[src/rtl/pc_opponent.sv]
`default_nettype none
// +--------------------------------------------------------------------------+
// | pc_opponent: computer player (think, pick/scan a free cell, fire) plus   |
// | the per-second countdown for the human player's turn.                    |
// | Revision: 1.0                                                            |
// +--------------------------------------------------------------------------+
module pc_opponent #(
  parameter int         CLK_HZ       = 50_000_000,
  parameter int         TURN_SECONDS = 10,
  parameter int         THINK_CYCLES = 25_000_000,
  parameter logic [2:0] ST_PLAYER    = 3'd2,
  parameter logic [2:0] ST_PC        = 3'd3
) (
  input  logic       clk,
  input  logic       rst_n,
  input  logic [2:0] state,
  input  logic [2:0] rand_row,
  input  logic [2:0] rand_col,
  output logic       fire_pc,
  output logic [2:0] shot_row,
  output logic [2:0] shot_col,
  output logic       pc_mov,
  output logic       time_expired,
  output logic [3:0] seconds_left
);

  localparam int PW = (CLK_HZ > 1) ? $clog2(CLK_HZ) : 1;
  localparam int TW = (THINK_CYCLES > 1) ? $clog2(THINK_CYCLES) : 1;
  localparam logic [PW-1:0] PRESC_LAST = PW'(CLK_HZ - 1);
  localparam logic [TW-1:0] THINK_LAST = TW'(THINK_CYCLES - 1);
  localparam logic [3:0]    TURN_LOAD  = 4'(TURN_SECONDS);

  localparam logic [2:0] S_IDLE  = 3'd0;
  localparam logic [2:0] S_THINK = 3'd1;
  localparam logic [2:0] S_PICK  = 3'd2;
  localparam logic [2:0] S_SCAN  = 3'd3;
  localparam logic [2:0] S_FIRE  = 3'd4;
  localparam logic [2:0] S_DONE  = 3'd5;

  logic [2:0]    fsm;
  logic [2:0]    prev_state;
  logic [TW-1:0] think_cnt;
  logic [PW-1:0] presc;
  logic [2:0]    cand_row;
  logic [2:0]    cand_col;
  logic [24:0]   shot_map;

  logic [2:0] pick_row, pick_col, next_row, next_col;
  logic       in_pc, pc_entry, player_entry;

  function automatic logic [4:0] cell_idx(input logic [2:0] r, input logic [2:0] c);
    return 5'(r) * 5'd5 + 5'(c);
  endfunction

  assign in_pc        = (state == ST_PC);
  assign pc_entry     = in_pc && (prev_state != ST_PC);
  assign player_entry = (state == ST_PLAYER) && (prev_state != ST_PLAYER);

  // Random inputs span 0..7 but the board is 5x5; fold 5..7 back onto 0..2.
  assign pick_row = (rand_row > 3'd4) ? rand_row - 3'd5 : rand_row;
  assign pick_col = (rand_col > 3'd4) ? rand_col - 3'd5 : rand_col;

  always_comb begin
    next_row = cand_row;
    next_col = cand_col + 3'd1;
    if (cand_col == 3'd4) begin
      next_col = 3'd0;
      next_row = (cand_row == 3'd4) ? 3'd0 : cand_row + 3'd1;
    end
  end

  assign fire_pc = (fsm == S_FIRE);
  assign pc_mov  = (fsm == S_DONE);

  // Reset value of ST_PC keeps a turn from starting on release if the game FSM is already in ST_PC.
  always_ff @(posedge clk or negedge rst_n) begin
    if (!rst_n) prev_state <= ST_PC;
    else        prev_state <= state;
  end

  always_ff @(posedge clk or negedge rst_n) begin
    if (!rst_n) begin
      fsm       <= S_IDLE;
      think_cnt <= '0;
      cand_row  <= 3'd0;
      cand_col  <= 3'd0;
      shot_row  <= 3'd0;
      shot_col  <= 3'd0;
      shot_map  <= '0;
    end else begin
      case (fsm)
        S_IDLE: begin
          if (pc_entry) begin
            fsm       <= S_THINK;
            think_cnt <= '0;
          end
        end
        S_THINK: begin
          if (!in_pc) begin
            fsm       <= S_IDLE;
            think_cnt <= '0;
          end else if (think_cnt == THINK_LAST) begin
            fsm       <= S_PICK;
            think_cnt <= '0;
          end else begin
            think_cnt <= think_cnt + TW'(1);
          end
        end
        S_PICK: begin
          if (!in_pc) begin
            fsm <= S_IDLE;
          end else if (&shot_map) begin
            fsm <= S_DONE;
          end else if (!shot_map[cell_idx(pick_row, pick_col)]) begin
            shot_row <= pick_row;
            shot_col <= pick_col;
            fsm      <= S_FIRE;
          end else begin
            cand_row <= pick_row;
            cand_col <= pick_col;
            fsm      <= S_SCAN;
          end
        end
        S_SCAN: begin
          // Terminates: the map cannot be full here, and it only changes in FIRE.
          if (!in_pc) begin
            fsm <= S_IDLE;
          end else if (!shot_map[cell_idx(next_row, next_col)]) begin
            shot_row <= next_row;
            shot_col <= next_col;
            fsm      <= S_FIRE;
          end else begin
            cand_row <= next_row;
            cand_col <= next_col;
          end
        end
        S_FIRE: begin
          shot_map[cell_idx(shot_row, shot_col)] <= 1'b1;
          fsm <= S_DONE;
        end
        S_DONE:  fsm <= S_IDLE;
        default: fsm <= S_IDLE;
      endcase
    end
  end

  always_ff @(posedge clk or negedge rst_n) begin
    if (!rst_n) begin
      seconds_left <= TURN_LOAD;
      presc        <= '0;
      time_expired <= 1'b0;
    end else begin
      time_expired <= 1'b0;
      if (player_entry) begin
        seconds_left <= TURN_LOAD;
        presc        <= '0;
      end else if ((state == ST_PLAYER) && (seconds_left != 4'd0)) begin
        if (presc == PRESC_LAST) begin
          presc        <= '0;
          seconds_left <= seconds_left - 4'd1;
          if (seconds_left == 4'd1) time_expired <= 1'b1;
        end else begin
          presc <= presc + PW'(1);
        end
      end
    end
  end

endmodule
`default_nettype wire

[config.mk]
export PLATFORM = sky130hd
export DESIGN_NAME = pc_opponent
export DESIGN_NICKNAME = d
export VERILOG_FILES = /design/src/rtl/pc_opponent.sv
export SDC_FILE = /design/constraint.sdc
export NUM_CORES = 1
export LEC_CHECK = 0
export ABC_AREA = 1
export ABC_CLOCK_PERIOD_IN_PS = 6050
export CAP_MARGIN = 20
export CORE_ASPECT_RATIO = 0.6
export CORE_UTILIZATION = 67
export CTS_CLUSTER_DIAMETER = 50
export DETAILED_ROUTE_END_ITERATION = 8
export GPL_TIMING_DRIVEN = 0
export PLACE_DENSITY = 0.87
export SLEW_MARGIN = 10
export SYNTH_ARGS = -nofsm -noshare
export SYNTH_HDL_FRONTEND = slang
export SYNTH_SLANG_ARGS = --single-unit
[constraint.sdc]
create_clock -name clk -period 6.05 [get_ports clk]
set_clock_uncertainty 0.05 [all_clocks]
set_input_delay 0.605 -clock clk [delete_from_list [all_inputs] [get_ports clk]]
set_output_delay 0.605 -clock clk [all_outputs]
set_load 0.02 [all_outputs]
==> results.tsv <==
metric	value	unit
drv_slew	0	
slew_headroom	56.1	%
grt_pass1_vias	5813	
async_flop_share	100	%
cts_setup_buffers	0	
yosys.area_share.simple	32.9	%
hpwl	12600	um
gp_congestion	1.05	
worst_pin_slew	0.656	ns
fmax	240	MHz
ys_types	45	
final_common_cell	nand2_1	
core	0.00932	mm2
track_usage	35.8	%
ys_warn_count	0	
drt-initial-drc-count	750	
syn_to_final_growth	11.3	%
synth_area_leaders	dfrtp_1 (36%), nand2_1 (12%), nand3_1 (7.7%), ha_1 (7.3%), inv_1 (7.1%)	
cp-start-kind	primary input	
synth_top_area_share	36.4	%
criticalPathCategory	primary input to flip-flop	
synth_edf_count	0	
tritoncts	yes	
core.rowCount	27	
slowest_stage	fa_1	
drt-wirelength-per-cell	16.0	um
fill_cells	652	
layout_worst_path_cycle_share	68.9	%
p_per_area	264	mW/mm2
die_width	129	um
crit_fanout	7	
port-buffer-count	23	
dp_slack	1.64	ns
routed_wirelength	17000	um
end_kind	flip-flop	
setup_violations	0	
antenna_cells	0	
slowest_delay	0.69	ns
postCtsHoldBufs	0	
die_area	0.0102	mm2
setup_ws	1.88	ns
path_cells	clkdlybuf4s50_1, inv_1, ha_1, inv_1, ha_1, xnor2_1, inv_1, nor2_1, nor2_1, ha_1, fa_1, inv_1, nand3_1, nand3_1, nand3_1, nand3_1, nand2_2, nand3_2, nand2_1, nand2_1	
ys_seq_area_share	38.0	%
netlist_area	0.00653	mm2
io_pins	24	
start_util	70.1	%
h-tree-depth	3	
ys_ff_latch	99	
clock_latency	0.35	ns
hold_viol_final	0	
cts_sinks	99	
path_clk_slew	0.07	ns
synth_top_family_by_area	simple AND/OR/NAND/NOR gates	
worstPathArrival	4.36	ns
rsz0062_at_grt	false	
ctsResizeCount	0	
syn_avg_cell_area	7.36	um2
hold_ws	0.168	ns
firstDrtPassIters	6	
crit_required	6.24	ns
mostFrequentLayoutCells	nand2_1 (208), inv_1 (123), nand3_1 (101)	
syn-num-nets	940	
leakage	3.50	nW
min_period	4.17	ns
total_power	0.00192	W
vias	6323	
muxShareOfSynthArea	0	%
cap_violations	0	
root_buffer	clkbuf_16	
netlist_instances	888	
synth_top_cell_by_area	dfrtp_1	
drc	0	
cts.path.max_buffers	2	
hp-class	primary input to asynchronous set/reset pin	
outcome	complete, no violations	
grt_overflow	0	
grt_first_pass_wirelength	27900	um
viasPerCell	5.98	
cts_buffers	9	
ys.flop_type	dfrtp_1	
synth_compound_area_share	10.3	%
die_h	78.5	um
drive_above_1_share	6.03	%
grt_max_degree	66	
final_nets	975	
synthXorXnorAreaFrac	1.88	%
fin_tns_setup	0	ns
antenna_found_initial	0	
vdd_drop_max	0.168	mV
synthAdderAreaFrac	8.20	%
antenna_left	0	
-- critical path: cells and delay by family --
kind                     cells  cell delay [ns]
adder cells (fa/ha/maj)      4             1.40
XOR/XNOR                     1             0.28
AND/OR/NAND/NOR             10             1.26
buffers and inverters        5             0.79
-- Yosys cell counts, types with 2 or more instances --
cell type and n:
nor3_1 33, clkbuf_1 2, nor3b_1 7, nand3_1 101, nor3_2 2, dfstp_2 4, o21a_1 3, nor2_1 76
o21bai_1 5, fa_1 3, and3_1 2, inv_1 123, a22o_1 2, xor2_1 6, o22ai_1 3, o21ai_0 55
inv_2 4, nand2_2 2, ha_1 38, nor2_4 3, buf_6 3, dfrtp_1 95, nor4_1 5, buf_4 2
a21oi_1 40, nand3b_1 3, o31ai_1 2, nand2_4 2, xnor2_1 8, a31oi_1 3, buf_2 6, or2_2 2
nand2_1 208, nand4_1 23, o211ai_1 2
-- metal layers --
metal / vias to the layer above / wire length (um) / global-route usage [%]
met5: - / 0 / 0
li1: 2997 / - / -
met2: 365 / 7310 / 54.2
met4: 0 / 288 / 9.77
met1: 2922 / 7650 / 51.6
met3: 39 / 1710 / 8.04
-- kinds of logic after synthesis --
| family | after synthesis |
|---|---|
| compound gates | 119 |
| buf+inv | 141 |
| fa+ha+maj | 41 |
| simple gates | 474 |
| xor+xnor | 14 |
| flops | 99 |
-- worst paths after layout --
| check | start | end | slack, ns | cells after the start |
|---|---|---|---|---|
| min in group clk | seconds_left[3] | seconds_left[3] | 0.46 | 2 |
| hold reg to reg | seconds_left[3] | seconds_left[3] | 0.46 | 2 |
| hold / removal | rst_n | shot_map[7] | 0.17 | 1 |
| setup reg to reg | cand_col[0] | shot_row[1] | 2.12 | 17 |
| max in group asynchronous | rst_n | prev_state[0] | 5.09 | 2 |
| setup / recovery | rand_row[0] | cand_col[0] | 1.88 | 20 |
-- power breakdown --
part / internal [W] / switching, W
logic: 0.000185 / 0.000387
clock network: 0.000365 / 0.000265
registers: 0.000693 / 0.0000289
total: 0.00124 / 0.000681
-- cell type report --
cell class / count / area (um2) / area share [%]
Sequential cell: 99 / 2480 / 34.1
Buffer: 13 / 86.3 / 1.19
Tap cell: 130 / 163 / 2.24
Multi-Input combinational cell: 648 / 3480 / 47.9
Clock inverter: 7 / 97.6 / 1.34
Clock buffer: 9 / 225 / 3.10
Timing Repair Buffer: 24 / 255 / 3.51
Inverter: 128 / 483 / 6.64
-- per-stage QoR --
stage / std cells / util [%] / instance area, um2
2_1_floorplan: 888 / - / 6530
3_3_place_gp: 1041 / 74.3 / 6930
3_5_place_dp: 1042 / 74.6 / 6950
4_1_cts: 1058 / 78.0 / 7270
5_1_grt: 1058 / 78.0 / 7270
6_report: 1058 / 78.0 / 7270
-- registers in the layout, summed over array words and instances (netlist names) --
| name | flops |
|---|---|
| presc | 26 |
| shot_map | 25 |
| think_cnt | 25 |
| seconds_left | 4 |
| cand_col | 3 |
| cand_row | 3 |
| fsm | 3 |
| prev_state | 3 |
| shot_col | 3 |
| shot_row | 3 |
| time_expired | 1 |
Note: power is estimated with default switching activity, not from simulation.
